[src/rtl/i2s_dac_serializer.sv]
// I2S master serializer: holds one stereo pair and shifts it out MSB first with
// a one-bit delay after each word-select edge. BCLK and LRCK derive from clk.
module i2s_dac_serializer #(
  parameter int SAMPLE_WIDTH = 24,
  parameter int SLOT_BITS    = 32,
  parameter int BCLK_HALF    = 8
) (
  input  logic                    clk,
  input  logic                    reset,
  input  logic [SAMPLE_WIDTH-1:0] left_in,
  input  logic [SAMPLE_WIDTH-1:0] right_in,
  input  logic                    sample_valid,
  output logic                    sample_ready,
  output logic                    aud_bclk,
  output logic                    aud_daclrck,
  output logic                    aud_dacdat,
  output logic                    underrun
);

  localparam int DIV_W = (BCLK_HALF > 1) ? $clog2(BCLK_HALF) : 1;
  localparam int CNT_W = $clog2(2 * SLOT_BITS);
  localparam int B_W   = $clog2(SLOT_BITS);

  logic [DIV_W-1:0]        r_div;
  logic [CNT_W-1:0]        r_cnt;
  logic [SAMPLE_WIDTH-1:0] r_hold_l;
  logic [SAMPLE_WIDTH-1:0] r_hold_r;
  logic [SAMPLE_WIDTH-1:0] r_frame_l;
  logic [SAMPLE_WIDTH-1:0] r_frame_r;

  logic                    w_div_wrap;
  logic                    w_fall;
  logic                    w_frame_start;
  logic                    w_accept;
  logic [CNT_W-1:0]        w_cnt_next;
  logic [B_W-1:0]          w_bit_idx;
  logic [B_W-1:0]          w_sample_idx;
  logic                    w_right;
  logic [SAMPLE_WIDTH-1:0] w_sel;
  logic                    w_data_bit;

  assign w_div_wrap    = (r_div == DIV_W'(BCLK_HALF - 1));
  assign w_fall        = w_div_wrap && aud_bclk;
  assign w_cnt_next    = (r_cnt == CNT_W'(2 * SLOT_BITS - 1)) ? '0 : r_cnt + 1'b1;
  assign w_frame_start = w_fall && (r_cnt == CNT_W'(2 * SLOT_BITS - 1));
  // The holding register is empty exactly when ready is high.
  assign w_accept      = sample_valid && sample_ready;

  // Slot position is taken from the counter value that becomes current this edge.
  assign w_bit_idx     = w_cnt_next[B_W-1:0];
  assign w_right       = w_cnt_next[CNT_W-1];
  assign w_sel         = w_right ? r_frame_r : r_frame_l;
  assign w_sample_idx  = B_W'(SAMPLE_WIDTH) - w_bit_idx;

  always_comb begin
    w_data_bit = 1'b0;
    if ((w_bit_idx >= B_W'(1)) && (w_bit_idx <= B_W'(SAMPLE_WIDTH))) begin
      w_data_bit = w_sel[w_sample_idx];
    end
  end

  always_ff @(posedge clk or negedge reset) begin
    if (!reset) begin
      r_div        <= '0;
      r_cnt        <= CNT_W'(2 * SLOT_BITS - 1);
      r_hold_l     <= '0;
      r_hold_r     <= '0;
      r_frame_l    <= '0;
      r_frame_r    <= '0;
      sample_ready <= 1'b1;
      aud_bclk     <= 1'b0;
      aud_daclrck  <= 1'b0;
      aud_dacdat   <= 1'b0;
      underrun     <= 1'b0;
    end else begin
      underrun <= 1'b0;

      if (w_div_wrap) begin
        r_div    <= '0;
        aud_bclk <= ~aud_bclk;
      end else begin
        r_div <= r_div + 1'b1;
      end

      if (w_fall) begin
        r_cnt       <= w_cnt_next;
        aud_daclrck <= w_right;
        aud_dacdat  <= w_data_bit;
      end

      // Frame start looks at the pre-edge holding state; an empty holding
      // register repeats the previous pair instead of dropping to silence.
      if (w_frame_start) begin
        if (!sample_ready) begin
          r_frame_l <= r_hold_l;
          r_frame_r <= r_hold_r;
        end else begin
          underrun <= 1'b1;
        end
      end

      if (w_frame_start && !sample_ready) begin
        sample_ready <= 1'b1;
      end else if (w_accept) begin
        r_hold_l     <= left_in;
        r_hold_r     <= right_in;
        sample_ready <= 1'b0;
      end
    end
  end

endmodule

[config.mk]
export PLATFORM = sky130hd
export DESIGN_NAME = i2s_dac_serializer
export DESIGN_NICKNAME = d
export VERILOG_FILES = /design/src/rtl/i2s_dac_serializer.sv
export SDC_FILE = /design/constraint.sdc
export NUM_CORES = 1
export LEC_CHECK = 0
export BUFFER_PORTS_ARGS = -buffer_cell sky130_fd_sc_hd__buf_2
export CAP_MARGIN = 20
export CORE_UTILIZATION = 63
export DETAILED_ROUTE_END_ITERATION = 8
export GPL_ROUTABILITY_DRIVEN = 1
export GPL_TIMING_DRIVEN = 1
export PLACE_DENSITY = 0.85
export SLEW_MARGIN = 0
export SYNTH_ARGS = -nofsm -noshare
export SYNTH_HDL_FRONTEND = slang
export SYNTH_SLANG_ARGS = --single-unit
[constraint.sdc]
create_clock -name clk -period 6.2 [get_ports clk]
set_input_delay 0.31 -clock clk [delete_from_list [all_inputs] [get_ports clk]]
set_output_delay 0.31 -clock clk [all_outputs]
set_load 0.02 [all_outputs]
Word-level counts from Yosys, hierarchy flattened
Cells that the tools add are included.

Logic and storage cells: 41. Output and inout bits: 5. Bits of input ports: 51. Register bits: 110.

Bitwise operators: 3. Reductions and logical operators: 9. Add/subtract/negate cells: 3. $lt $le $gt $ge: 3. Eq/ne operators: 2. Muxes and demuxes: 10.

Operators by type and width (count): two-way mux 24 bit (1); adder 6 x 1 -> 6 bit, second input constant (1); == test 6 bit, second input constant (1); less-than comparator 5 x 6 -> 1 bit, second input constant (1); two-way mux 1 bit (6); two-way mux 6 bit (1); binary-select mux 1 bit (select 5 bit) (1); >= comparator 5 x 1 -> 1 bit, second input constant (1); <= comparator 5 bit, second input constant (1); logical AND 1 bit (5); subtractor 5 bit, first input constant (1); AND reduction 2 bit (2); adder 3 x 1 -> 3 bit, second input constant (1); == test 3 bit, second input constant (1); two-way mux 3 bit (1); NOT 1 bit (3); nonzero test 2 bit (1); logical NOT 1 bit (1).

Longest topological paths before layout
Depth in word-level cells: 6. Gate-level depth with buffers: 12. Gate-level depth less buffers: 9.

Worst setup path before layout
No wires, ideal clock.

Kind: register -> register. Start point: register r_cnt[0]. End point: register aud_dacdat. Stages on the path, launching flop included: 13. Required time: 6.074 ns. Library setup time: 0.126 ns. Period minus slack after synthesis: 2.570 ns. Path slack: 3.630 ns. Buffers on the path: 3. Arrival: 2.444 ns. Cell sequence: dfstp_2 ha_1 buf_4 a21o_2 nand2_4 mux2_4 buf_6 buf_6 mux2i_1 mux2i_1 a311oi_1 o21ai_1 a221o_1.

Cells in the longest elaborated chain, start to end: 6. Elaborated cells on any way between the ends: 11. Classes of those cells: add/sub: 2; order compare: 2; eq/ne: 1; mux: 5; reduce/logical: 1.

Ends and longest elaborated chain: from (decl) (RTL line 25) `logic [CNT_W-1:0] r_cnt;`; from (signal assigned) (RTL line 65) `r_cnt <= CNT_W'(2 * SLOT_BITS - 1);`; from (signal assigned) (RTL line 86) `r_cnt <= w_cnt_next;`; adder 6 x 1 -> 6 bit or == test 6 bit (tied branches) (RTL line 44) `assign w_cnt_next = (r_cnt == CNT_W'(2 * SLOT_BITS - 1)) ? '0 : r_cnt + 1'b1;`; two-way mux 6 bit (*) (RTL line 44); subtractor 5 bit or two-way mux 24 bit (tied branches) (RTL line 53, 52); binary-select mux 1 bit (select 5 bit) (RTL line 58) `w_data_bit = w_sel[w_sample_idx];`; two-way mux 1 bit (not written as such) (RTL line 58); two-way mux 1 bit (*) (RTL line 57) `if ((w_bit_idx >= B_W'(1)) && (w_bit_idx <= B_W'(SAMPLE_WIDTH))) begin`; to (signal assigned) (RTL line 88) `aud_dacdat <= w_data_bit;`; to (decl) (RTL line 16) `output logic aud_dacdat,`.

Mark *: on every way between the ends. The rest lies on a longest branch, timed or not. The select of a mux whose other input is x is not followed. A chain may end at the register's enable or synchronous reset.

Final worst setup path
Same ends and word-level chain as after synthesis.

==> key figures <==
Placement
  • HPWL Detailed: 6.138 mm
  • Placer Congestion: 0.8715
  • Buffers on Ports: 55

Drt
  • Final wirelength: 8.831 mm
  • Pre-antenna DRT Iters: 5
  • DR vias/cell: 5.846
  • DRT antenna net count: 0
  • Via count: 3040
  • Initial DRC Count: 164
  • WL/cell: 16.98 µm
  • # DRC: 0

Yosys
  • Ys flop type: dfrtp_1
  • Netlist cell types: 48
  • Ranking of synthesized cells by area: dfrtp_1 52%, mux2_2 22%, mux2i_1 4.0%
  • Synth Instances: 365
  • Mux cell area share after synthesis: 27.13%
  • Post-Synth XOR/XNOR Area: 1.898%
  • Synthesized area: 0.004945 mm²
  • Sequential fraction of the synthesis area: 55.85%
  • Largest family of logic cells by synthesized area: multiplexers
  • Compound-Gate Fraction of Synth Area: 4.580%
  • Synth Area in Simple Gates: 6.908%
  • Syn_nets: 421
  • EDFF count, synth: 0
  • Warnings, synthesis: 0
  • #FFs+latches synth: 110
  • Leading area contributor after synthesis: dfrtp_1
  • Adder-Cell Fraction of Synth Area: 1.265%
  • Post-synth top area share: 52.13%
  • Syn Area/Cell: 13.55 µm²
  • FFs w/ async S/R, synth: 100.0%

Pwr
  • Tot Pwr: 1.160 mW
  • Cell Pwr Density: 211.1 mW/mm²
  • Max VDD drop: 0.1640 mV
  • Static Leakage: 2.759 nW

GRT
  • Initial antenna violation count: 0
  • Met1 Use GR: 31.13%
  • Global-route wire length before repair: 15.14 mm
  • GR Util met2: 38.45%
  • Gr usage total: 23.65%
  • Vias in the first global route: 3155
  • Global route hottest layer: met2
  • Met3 Track Usage GR: 5.556%
  • GRT overflow: 0
  • Largest net degree at the start of global routing: 69

Finish
  • Fill cell count: 502
  • Number of diodes: 0
  • Area Growth Syn to Fin: 11.08%
  • Layout cells sized above 1: 44.89%
  • Layout net count: 472
  • Reg area: 0.002761 mm²
  • Area occupied by multi-input gates: 0.002074 mm²

Critical path
  • Type of origin of the critical path: register
  • Endpoint class of the critical path: register
  • Crit-path max cell delay: 620 ps
  • CP startpoint: r_cnt[0]
  • CP arrival: 3230 ps
  • Slowest-stage cell, CP: dfstp_2
  • CP Class: reg2reg
  • Crit-path leading delay family: compound AO/OA/AOI/OAI gates
  • Buf/Inv on CP: 0
  • Crit path max fanout: 9
  • Crit-path cells: ha_1 > nand3_1 > o21ai_1 > mux4_2 > nand2_1 > and4_1 > a221o_1
  • Worst EP required: 6520 ps
  • Reg-to-Reg Start: r_cnt[0]

STA
  • Total negative slack: 0 ps
  • Tcrit/Tclk final: 46.99%
  • Final Skew: 12.99 ps
  • Final setup violation count: 0
  • Worst slew pin tran: 815.4 ps
  • FMAX: 0.3432 GHz
  • Slew Viols, Final: 0
  • Final hold vios: 0
  • RSZ-0062 raised after global routing: false
  • Final Critical Period: 2914 ps
  • Max-Slew Margin vs Limit: 45.64%

Floorplanning
  • Initial cell density of the core: 66.75%
  • Ports: 56
  • Die width: 90.60 µm
  • Die H: 90.60 µm
  • Core area: 0.007408 mm²
  • Full die area: 0.008207 mm²
  • Std-Cell Rows: 31

Status
  • Outcome: complete, no violations

CTS
  • Max Buffers Root-to-Sink: 2
  • Sink Count: 110
  • Clk_lat worst skew: 380 ps
  • Setup Buffers After CTS: 0
  • Hold-fix buffers at CTS: 1
  • H-tree Lvls: 3
  • CTS buffer count: 9
  • Clk pin slew, worst setup/hold paths: 110 ps
  • CTS-repair resized insts: 0
  • Root buf cell: clkbuf_8
  • CTS tree: done

Run
  • Max-cap violations: 0

Hold path
  • HP Class: in2reg
  • Hold Path Origin: right_in[15]
worst reg2reg max path: stages (launching register included):
cell and delay, ps:
dfstp_2 620, ha_1 420, nand3_1 280, o21ai_1 570
mux4_2 580, nand2_1 80, and4_1 210, a221o_1 120
placed cells by master, fill, tap and decap left out, types with 5 or more instances in the layout:
| master | netlist | routed |
|---|---|---|
| a311oi_1 | 5 | 5 |
| nand2_1 | 18 | 17 |
| dfstp_2 | 7 | 7 |
| nor2_1 | 12 | 12 |
| mux2i_1 | 20 | 20 |
| mux2_2 | 96 | 96 |
| a21oi_1 | 5 | 5 |
| dfrtp_1 | 103 | 103 |
| xor2_1 | 5 | 5 |
| o21ai_0 | 8 | 8 |
| nand3_1 | 10 | 10 |
| clkbuf_8 | 0 | 9 |
| buf_2 | 1 | 54 |
| ha_1 | 5 | 5 |
cell families (layout without fill, tap and decap cells):
logic type               after synthesis  in the layout
AND/OR/NAND/NOR                       65             65
AO/OA/AOI/OAI                         33             33
XOR/XNOR                               9              9
adder cells (fa/ha/maj)                5              5
flip-flops                           110            110
buffers and inverters                 24             80
multiplexers                         119            119
cells in the mapped netlist (5+ instances only):
cell,number
a21oi_1,5
a311oi_1,5
clkbuf_1,12
dfrtp_1,103
dfstp_2,7
ha_1,5
mux2_2,96
mux2i_1,20
nand2_1,18
nand3_1,10
nor2_1,12
o21ai_0,8
xor2_1,5
power by group:
| part | internal, mW | total [mW] | switching (mW) |
|---|---|---|---|
| combinational | 0.0121 | 0.0289 | 0.0169 |
| sequential | 0.717 | 0.717 | 0 |
| clock | 0.159 | 0.413 | 0.255 |
flip-flops by register name, indices dropped and copies added (netlist names):
register,flops
aud_bclk,1
r_div,3
aud_dacdat,1
r_hold_l,24
r_cnt,6
sample_ready,1
underrun,1
aud_daclrck,1
r_frame_r,24
r_hold_r,24
r_frame_l,24
routing by layer:
layer	wire [µm]	part of all wire [%]	up-vias
met5	0	0	-
met3	473	5.4	10
met4	101	1.1	0
met2	4426	50	87
met1	3829	43	1528
li1	-	-	1415
area by class of cell:
type / count / share of cell area [%]
flip-flops and latches: 110 / 50.27
multi-input cells: 231 / 37.77
repair buffers: 60 / 6.014
well taps: 99 / 2.255
clock buffers: 10 / 2.323
inverters: 4 / 0.2733
clock inverters: 6 / 1.093
final timing paths:
check                               endpoint  slack, ps  cells past startpoint
worst max-delay path              aud_dacdat       3290                      7
worst min-delay path            r_hold_r[15]        150                      2
min in group asynchronous       r_hold_r[23]        450                      2
worst min register to register      r_div[0]        440                      1
max in group asynchronous       r_frame_r[8]       4550                      3
worst max register to register    aud_dacdat       3290                      7
through the flow:
stage | util, % | area (µm²) | instances | setup WS (ps) | hold slack, ps
floorplan | - | 4945 | 365 | 3630 | 14.41
global placement | 71.20 | 5275 | 502 | 3432 | 318.3
detailed placement | 71.20 | 5275 | 502 | 3307 | 330.8
CTS | 73.87 | 5473 | 519 | 3299 | 140.6
global route | 74.14 | 5493 | 520 | 3056 | 138.0
finish | 74.14 | 5493 | 520 | 3286 | 153.4
(Power assumes the default switching activity.)
